File: config.mk
export PLATFORM = sky130hd
export DESIGN_NAME = multi_channel_wave_gen
export DESIGN_NICKNAME = d
export VERILOG_FILES = /design/src/rtl/multi_channel_wave_gen.sv
export SDC_FILE = /design/constraint.sdc
export NUM_CORES = 1
export LEC_CHECK = 0
export BUFFER_PORTS_ARGS = -buffer_cell sky130_fd_sc_hd__buf_2
export CELL_PAD_IN_SITES_DETAIL_PLACEMENT = 0
export CELL_PAD_IN_SITES_GLOBAL_PLACEMENT = 1
export CORE_ASPECT_RATIO = 1.25
export CORE_MARGIN = 2
export CORE_UTILIZATION = 52
export CTS_CLUSTER_DIAMETER = 40
export CTS_CLUSTER_SIZE = 12
export DETAILED_ROUTE_END_ITERATION = 6
export PLACE_DENSITY = 0.9
export SYNTH_ARGS = -nofsm -noshare
export SYNTH_HDL_FRONTEND = slang
export SYNTH_SLANG_ARGS = --single-unit
File: constraint.sdc
create_clock -name clk -period 8.8 [get_ports clk]
set_input_delay 1.76 -clock clk [delete_from_list [all_inputs] [get_ports clk]]
set_output_delay 1.76 -clock clk [all_outputs]
set_load 0.05 [all_outputs]
File: src/rtl/multi_channel_wave_gen.sv
// Multi-channel phase-accumulator waveform generator with byte-serial host register writes.
// Optional register readback on rd_data is enabled by defining MULTI_CHANNEL_WAVE_GEN_READBACK_EN.
module multi_channel_wave_gen #(
    parameter int unsigned NUM_CHANNELS = 4,
    parameter int unsigned PHASE_BITS   = 16,
    parameter int unsigned STEP_BITS    = 13
) (
    input  logic                                clk,
    input  logic                                rst_n,
    input  logic [7:0]                          data_in,
    input  logic [$clog2(NUM_CHANNELS)+1:0]     addr,
    input  logic                                data_part,
    input  logic                                sample_req,
    output logic [PHASE_BITS-1:0]               sample_out,
    output logic                                sample_valid,
    output logic                                busy,
    output logic [15:0]                         rd_data
);

    localparam int unsigned ADDR_W = $clog2(NUM_CHANNELS) + 2;
    localparam int unsigned CH_W   = (NUM_CHANNELS > 1) ? $clog2(NUM_CHANNELS) : 1;
    localparam int unsigned ACC_W  = PHASE_BITS + $clog2(NUM_CHANNELS);
    localparam int unsigned CTRL_W = 6;

    localparam logic [1:0] MODE_TRI = 2'd1;
    localparam logic [1:0] MODE_SAW = 2'd2;
    localparam logic [1:0] MODE_SQR = 2'd3;

    localparam logic [1:0] REG_PHASE = 2'd0;
    localparam logic [1:0] REG_STEP  = 2'd1;
    localparam logic [1:0] REG_CTRL  = 2'd2;

    localparam logic [PHASE_BITS-1:0] PHASE_RESET = PHASE_BITS'(1) << (PHASE_BITS - 3);
    localparam logic [PHASE_BITS-1:0] PHASE_MAX   = '1;

    typedef enum logic [1:0] {
        IDLE = 2'd0,
        RUN  = 2'd1,
        DONE = 2'd2
    } seq_state_t;

    // Per-channel register file; dir: 0 = counting up, 1 = counting down
    logic [PHASE_BITS-1:0] phase [NUM_CHANNELS];
    logic [STEP_BITS-1:0]  step  [NUM_CHANNELS];
    logic [CTRL_W-1:0]     ctrl  [NUM_CHANNELS];
    logic                  dir   [NUM_CHANNELS];

    seq_state_t        state;
    logic [CH_W-1:0]   k;
    logic [ACC_W-1:0]  acc;

    logic              sync1, sync2, sync3;
    logic [7:0]        low_byte;
    logic              wr_rise, wr_fall;
    logic [15:0]       wdata;
    logic [ADDR_W-1:0] addr_ch;
    logic [1:0]        reg_sel;

    logic [PHASE_BITS-1:0] cur_phase;
    logic [STEP_BITS-1:0]  cur_step;
    logic [CTRL_W-1:0]     cur_ctrl;
    logic                  cur_dir;
    logic [PHASE_BITS-1:0] step_ext;
    logic [PHASE_BITS-1:0] sum_up;
    logic [PHASE_BITS-1:0] sum_dn;
    logic [PHASE_BITS-1:0] new_phase;
    logic                  new_dir;
    logic [PHASE_BITS-1:0] contrib;
    logic [ACC_W-1:0]      acc_sum;

    assign wr_rise = sync2 & ~sync3;
    assign wr_fall = ~sync2 & sync3;
    assign wdata   = {data_in, low_byte};
    assign addr_ch = addr >> 2;
    assign reg_sel = addr[1:0];

    // Host strobe synchronizer, edge-detect history and low-byte capture
    always_ff @(posedge clk or negedge rst_n) begin
        if (!rst_n) begin
            sync1    <= 1'b1;
            sync2    <= 1'b1;
            sync3    <= 1'b1;
            low_byte <= 8'h00;
        end else begin
            sync1 <= data_part;
            sync2 <= sync1;
            sync3 <= sync2;
            if (wr_fall) begin
                low_byte <= data_in;
            end
        end
    end

    // Select the channel under service and compute its update and contribution
    always_comb begin
        cur_phase = '0;
        cur_step  = '0;
        cur_ctrl  = '0;
        cur_dir   = 1'b0;
        for (int i = 0; i < NUM_CHANNELS; i++) begin
            if (k == CH_W'(i)) begin
                cur_phase = phase[i];
                cur_step  = step[i];
                cur_ctrl  = ctrl[i];
                cur_dir   = dir[i];
            end
        end

        step_ext  = PHASE_BITS'(cur_step);
        sum_up    = cur_phase + step_ext;
        sum_dn    = cur_phase - step_ext;
        new_phase = cur_phase;
        new_dir   = cur_dir;
        contrib   = '0;

        case (cur_ctrl[1:0])
            MODE_TRI: begin
                contrib = cur_phase >> cur_ctrl[5:2];
                if (!cur_dir) begin
                    if (sum_up[PHASE_BITS-1 -: 2] == 2'b11) begin
                        new_dir = 1'b1;
                    end else begin
                        new_phase = sum_up;
                    end
                end else begin
                    if (sum_dn[PHASE_BITS-1 -: 2] == 2'b00) begin
                        new_dir = 1'b0;
                    end else begin
                        new_phase = sum_dn;
                    end
                end
            end
            MODE_SAW: begin
                contrib   = cur_phase >> cur_ctrl[5:2];
                new_phase = sum_up;
            end
            MODE_SQR: begin
                contrib   = {PHASE_BITS{cur_phase[PHASE_BITS-1]}} >> cur_ctrl[5:2];
                new_phase = sum_up;
            end
            default: begin
            end
        endcase

        acc_sum = acc + ACC_W'(contrib);
    end

    // Channel registers; the host write is placed last so it overrides a same-cycle sequencer update
    always_ff @(posedge clk or negedge rst_n) begin
        if (!rst_n) begin
            for (int i = 0; i < NUM_CHANNELS; i++) begin
                phase[i] <= PHASE_RESET;
                step[i]  <= '0;
                ctrl[i]  <= '0;
                dir[i]   <= 1'b0;
            end
        end else begin
            for (int i = 0; i < NUM_CHANNELS; i++) begin
                if (state == RUN && k == CH_W'(i)) begin
                    phase[i] <= new_phase;
                    dir[i]   <= new_dir;
                end
                if (wr_rise && addr_ch == ADDR_W'(i)) begin
                    case (reg_sel)
                        REG_PHASE: phase[i] <= PHASE_BITS'(wdata);
                        REG_STEP:  step[i]  <= STEP_BITS'(wdata);
                        REG_CTRL: begin
                            ctrl[i] <= CTRL_W'(wdata);
                            dir[i]  <= 1'b0;
                        end
                        default: begin
                        end
                    endcase
                end
            end
        end
    end

    // Sample sequencer: one channel per RUN cycle, result published on entry to DONE
    always_ff @(posedge clk or negedge rst_n) begin
        if (!rst_n) begin
            state        <= IDLE;
            k            <= '0;
            acc          <= '0;
            sample_out   <= '0;
            sample_valid <= 1'b0;
            busy         <= 1'b0;
        end else begin
            sample_valid <= 1'b0;
            case (state)
                IDLE: begin
                    if (sample_req) begin
                        state <= RUN;
                        k     <= '0;
                        acc   <= '0;
                        busy  <= 1'b1;
                    end
                end
                RUN: begin
                    acc <= acc_sum;
                    if (k == CH_W'(NUM_CHANNELS - 1)) begin
                        state        <= DONE;
                        sample_valid <= 1'b1;
                        if (acc_sum > ACC_W'(PHASE_MAX)) begin
                            sample_out <= PHASE_MAX;
                        end else begin
                            sample_out <= PHASE_BITS'(acc_sum);
                        end
                    end else begin
                        k <= k + CH_W'(1);
                    end
                end
                DONE: begin
                    state <= IDLE;
                    busy  <= 1'b0;
                end
                default: begin
                    state <= IDLE;
                    busy  <= 1'b0;
                end
            endcase
        end
    end

`ifdef MULTI_CHANNEL_WAVE_GEN_READBACK_EN
    // Combinational register readback; reserved and unmapped addresses read 0
    always_comb begin
        rd_data = '0;
        for (int i = 0; i < NUM_CHANNELS; i++) begin
            if (addr_ch == ADDR_W'(i)) begin
                case (reg_sel)
                    REG_PHASE: rd_data = 16'(phase[i]);
                    REG_STEP:  rd_data = 16'(step[i]);
                    REG_CTRL:  rd_data = 16'(ctrl[i]);
                    default:   rd_data = '0;
                endcase
            end
        end
    end
`else
    assign rd_data = '0;
`endif

endmodule

==> results.json <==
{
  "numPortBuffers": 33,
  "ys_top_cells_by_area": "dfrtp_1, a21oi_1, mux2_2",
  "cts-hold-fix-buffers": 0,
  "synth.largest_area_cell": "dfrtp_1",
  "avgSynthCellArea_um2": 8.76,
  "yosysMostFrequentCell": "a21oi_1",
  "required_ns": 9.19,
  "r2r-start": "k[1]",
  "ys_top_cells_by_count": "a21oi_1, dfrtp_1, nor2_1",
  "setup_ws_ns": 2.13,
  "finish.net_count": 1496,
  "drc": 0,
  "end_kind": "flop",
  "core_area_mm2": 0.0243,
  "cts.sinks": 195,
  "ys_types": 72,
  "critPathLaunchType": "flop",
  "die-height_um": 179,
  "cts_resized": 0,
  "startpoint": "k[1]",
  "netlist_area_mm2": 0.0127,
  "hold_violations": 0,
  "place_congestion": 0.965,
  "synthToLayoutAreaGrowth_pct": 7.09,
  "start_util_pct": 52.5,
  "rows": 64,
  "hold_class": "flop to flop",
  "yosysWarningCount": 0,
  "fmax_mhz": 150,
  "cp.arrival_ns": 7.05,
  "placedCellCount": 1742,
  "period_needed_ns": 6.67,
  "syn_inst": 1455,
  "setup_violations": 0,
  "finClkSkew_ns": 0.0121,
  "clockBufferDepth": 2,
  "worstMarginPinSlew_ns": 1.10,
  "grt_pass1_vias": 10400,
  "min_from": "sync1",
  "r2r_cells": 24,
  "grt.overflow.total": 0,
  "drt-pass1-iter-count": 5,
  "post-place-ws_ns": 2.25,
  "insertedDiodeCount": 0,
  "routed_wl_um": 36700,
  "drtIter0Drc": 1128,
  "synth_top_flop_cell": "dfrtp_1",
  "wl_per_cell_um": 20.7,
  "cts_buffers": 17,
  "insertion_delay_ns": 0.45,
  "synth-async-reset-ratio_pct": 100,
  "max-cap-violations": 0,
  "clk_pin_slew_worst_paths_ns": 0.08,
  "cts-root-buf": "clkbuf_16",
  "die_area_mm2": 0.0258,
  "fin_cells": 1774,
  "critPathMaxFanout": 23,
  "cts_setup_buffers": 0,
  "final_antenna_net_count": 0,
  "rsz0062_at_grt": "false",
  "die_w_um": 144,
  "vias": 10900,
  "setup_tns_ns": 0,
  "hpwl_um": 26400,
  "status": "finished clean",
  "grt_max_degree": 116,
  "track_usage_pct": 29.5,
  "drive_above_1_share_pct": 13.9,
  "ys_seq_area_share_pct": 38.4,
  "cts_max_level": 4,
  "crit_type": "flop to flop",
  "cts_tree": "yes",
  "ys_ff_latch": 195,
  "drv_slew": 0,
  "synth_edf_count": 0,
  "finalCritPeriodShare_pct": 75.8,
  "synth_top_area_share_pct": 36.9,
  "viasPerCell": 6.17,
  "antenna_found_initial": 0,
  "hold_depth": 0,
  "maxSlewHeadroom_pct": 26.9,
  "ios": 50,
  "grt_pass1_wl_um": 58500
}
cells in the final DEF, fill, tap and decap left out, drive strengths merged, types with 23 or more instances in the layout:
cell type  netlist  final
a21o            36     36
nand2          120    120
xnor2           23     23
ha              46     46
a21oi          202    202
mux2i           40     40
nor2           148    148
o21ai           99     99
inv             51     59
mux2            86     86
dfrtp          188    188
and3            25     25
buf             51     51
flip-flops by register name (all words and copies together) (netlist names):
signal        cells
sync2             1
sync3             1
step             52
busy              1
low_byte          8
sample_out       16
acc              18
phase            64
sample_valid      1
ctrl             24
dir               4
k                 2
state             2
sync1             1
metal layers:
metal | up-vias | part of all wire (%) | track usage [%]
li1 | 5133 | - | -
met1 | 5322 | 44 | 41.0
met2 | 422 | 46 | 46.2
met3 | 71 | 5.9 | 4.22
met4 | 0 | 4.2 | 12.6
met5 | - | 0 | 0
final cells by class:
type,count,area (µm²)
Fill cell,2244,10600
Tap cell,330,413
Inverter,51,191
Timing Repair Buffer,52,317
Multi-Input combinational cell,1114,7240
Sequential cell,195,4890
Clock inverter,13,138
Clock buffer,19,453
worst max-delay path, stage by stage, from the launching register on:
cell,delay [ns]
dfrtp_1,0.43
inv_1,0.11
ha_1,0.54
buf_4,0.40
nand3b_1,0.12
a31o_2,0.28
nor3_1,0.18
a31oi_1,0.07
buf_4,0.22
nor2_1,0.71
a21oi_1,0.12
mux2i_1,0.23
mux2i_1,0.13
o22ai_1,0.27
ha_1,0.29
a21o_1,0.15
a21oi_1,0.26
o21ai_0,0.17
a31oi_1,0.25
o21ai_0,0.16
a221oi_1,0.49
nor2b_1,0.10
o211ai_1,0.18
a21o_1,0.49
o22a_1,0.23
kinds of logic (layout without fill, tap and decap cells):
logic type / Yosys count / count (layout) / share of synthesized area (%)
compound gates: 478 / 478 / 23.3
xor+xnor: 31 / 31 / 2.19
fa+ha+maj: 49 / 49 / 4.99
buf+inv: 161 / 135 / 5.37
flops: 195 / 195 / 38.4
mux: 126 / 126 / 10.7
other cells: 1 / 16 / 0.0294
simple gates: 414 / 414 / 15.0
per-stage QoR:
step           util, %  instance area [µm²]  hold WS, ns
2_1_floorplan        -                12800        0.345
6_report          56.2                13600        0.364
5_1_grt           56.2                13600        0.368
3_3_place_gp      53.8                13100        0.352
3_5_place_dp      53.8                13100        0.354
4_1_cts           56.2                13600        0.367
worst paths after layout:
check | to | slack [ns]
hold reg to reg | sync2 | 0.36
max in group asynchronous | phase[25] | 5.71
setup reg to reg | sample_out[7] | 2.13
min in group asynchronous | step[49] | 1.42
setup / recovery | sample_out[7] | 2.13
hold / removal | sync2 | 0.36
Power is not shown: default switching activity piles up to over one toggle a cycle in this logic, so the estimate is an artifact.
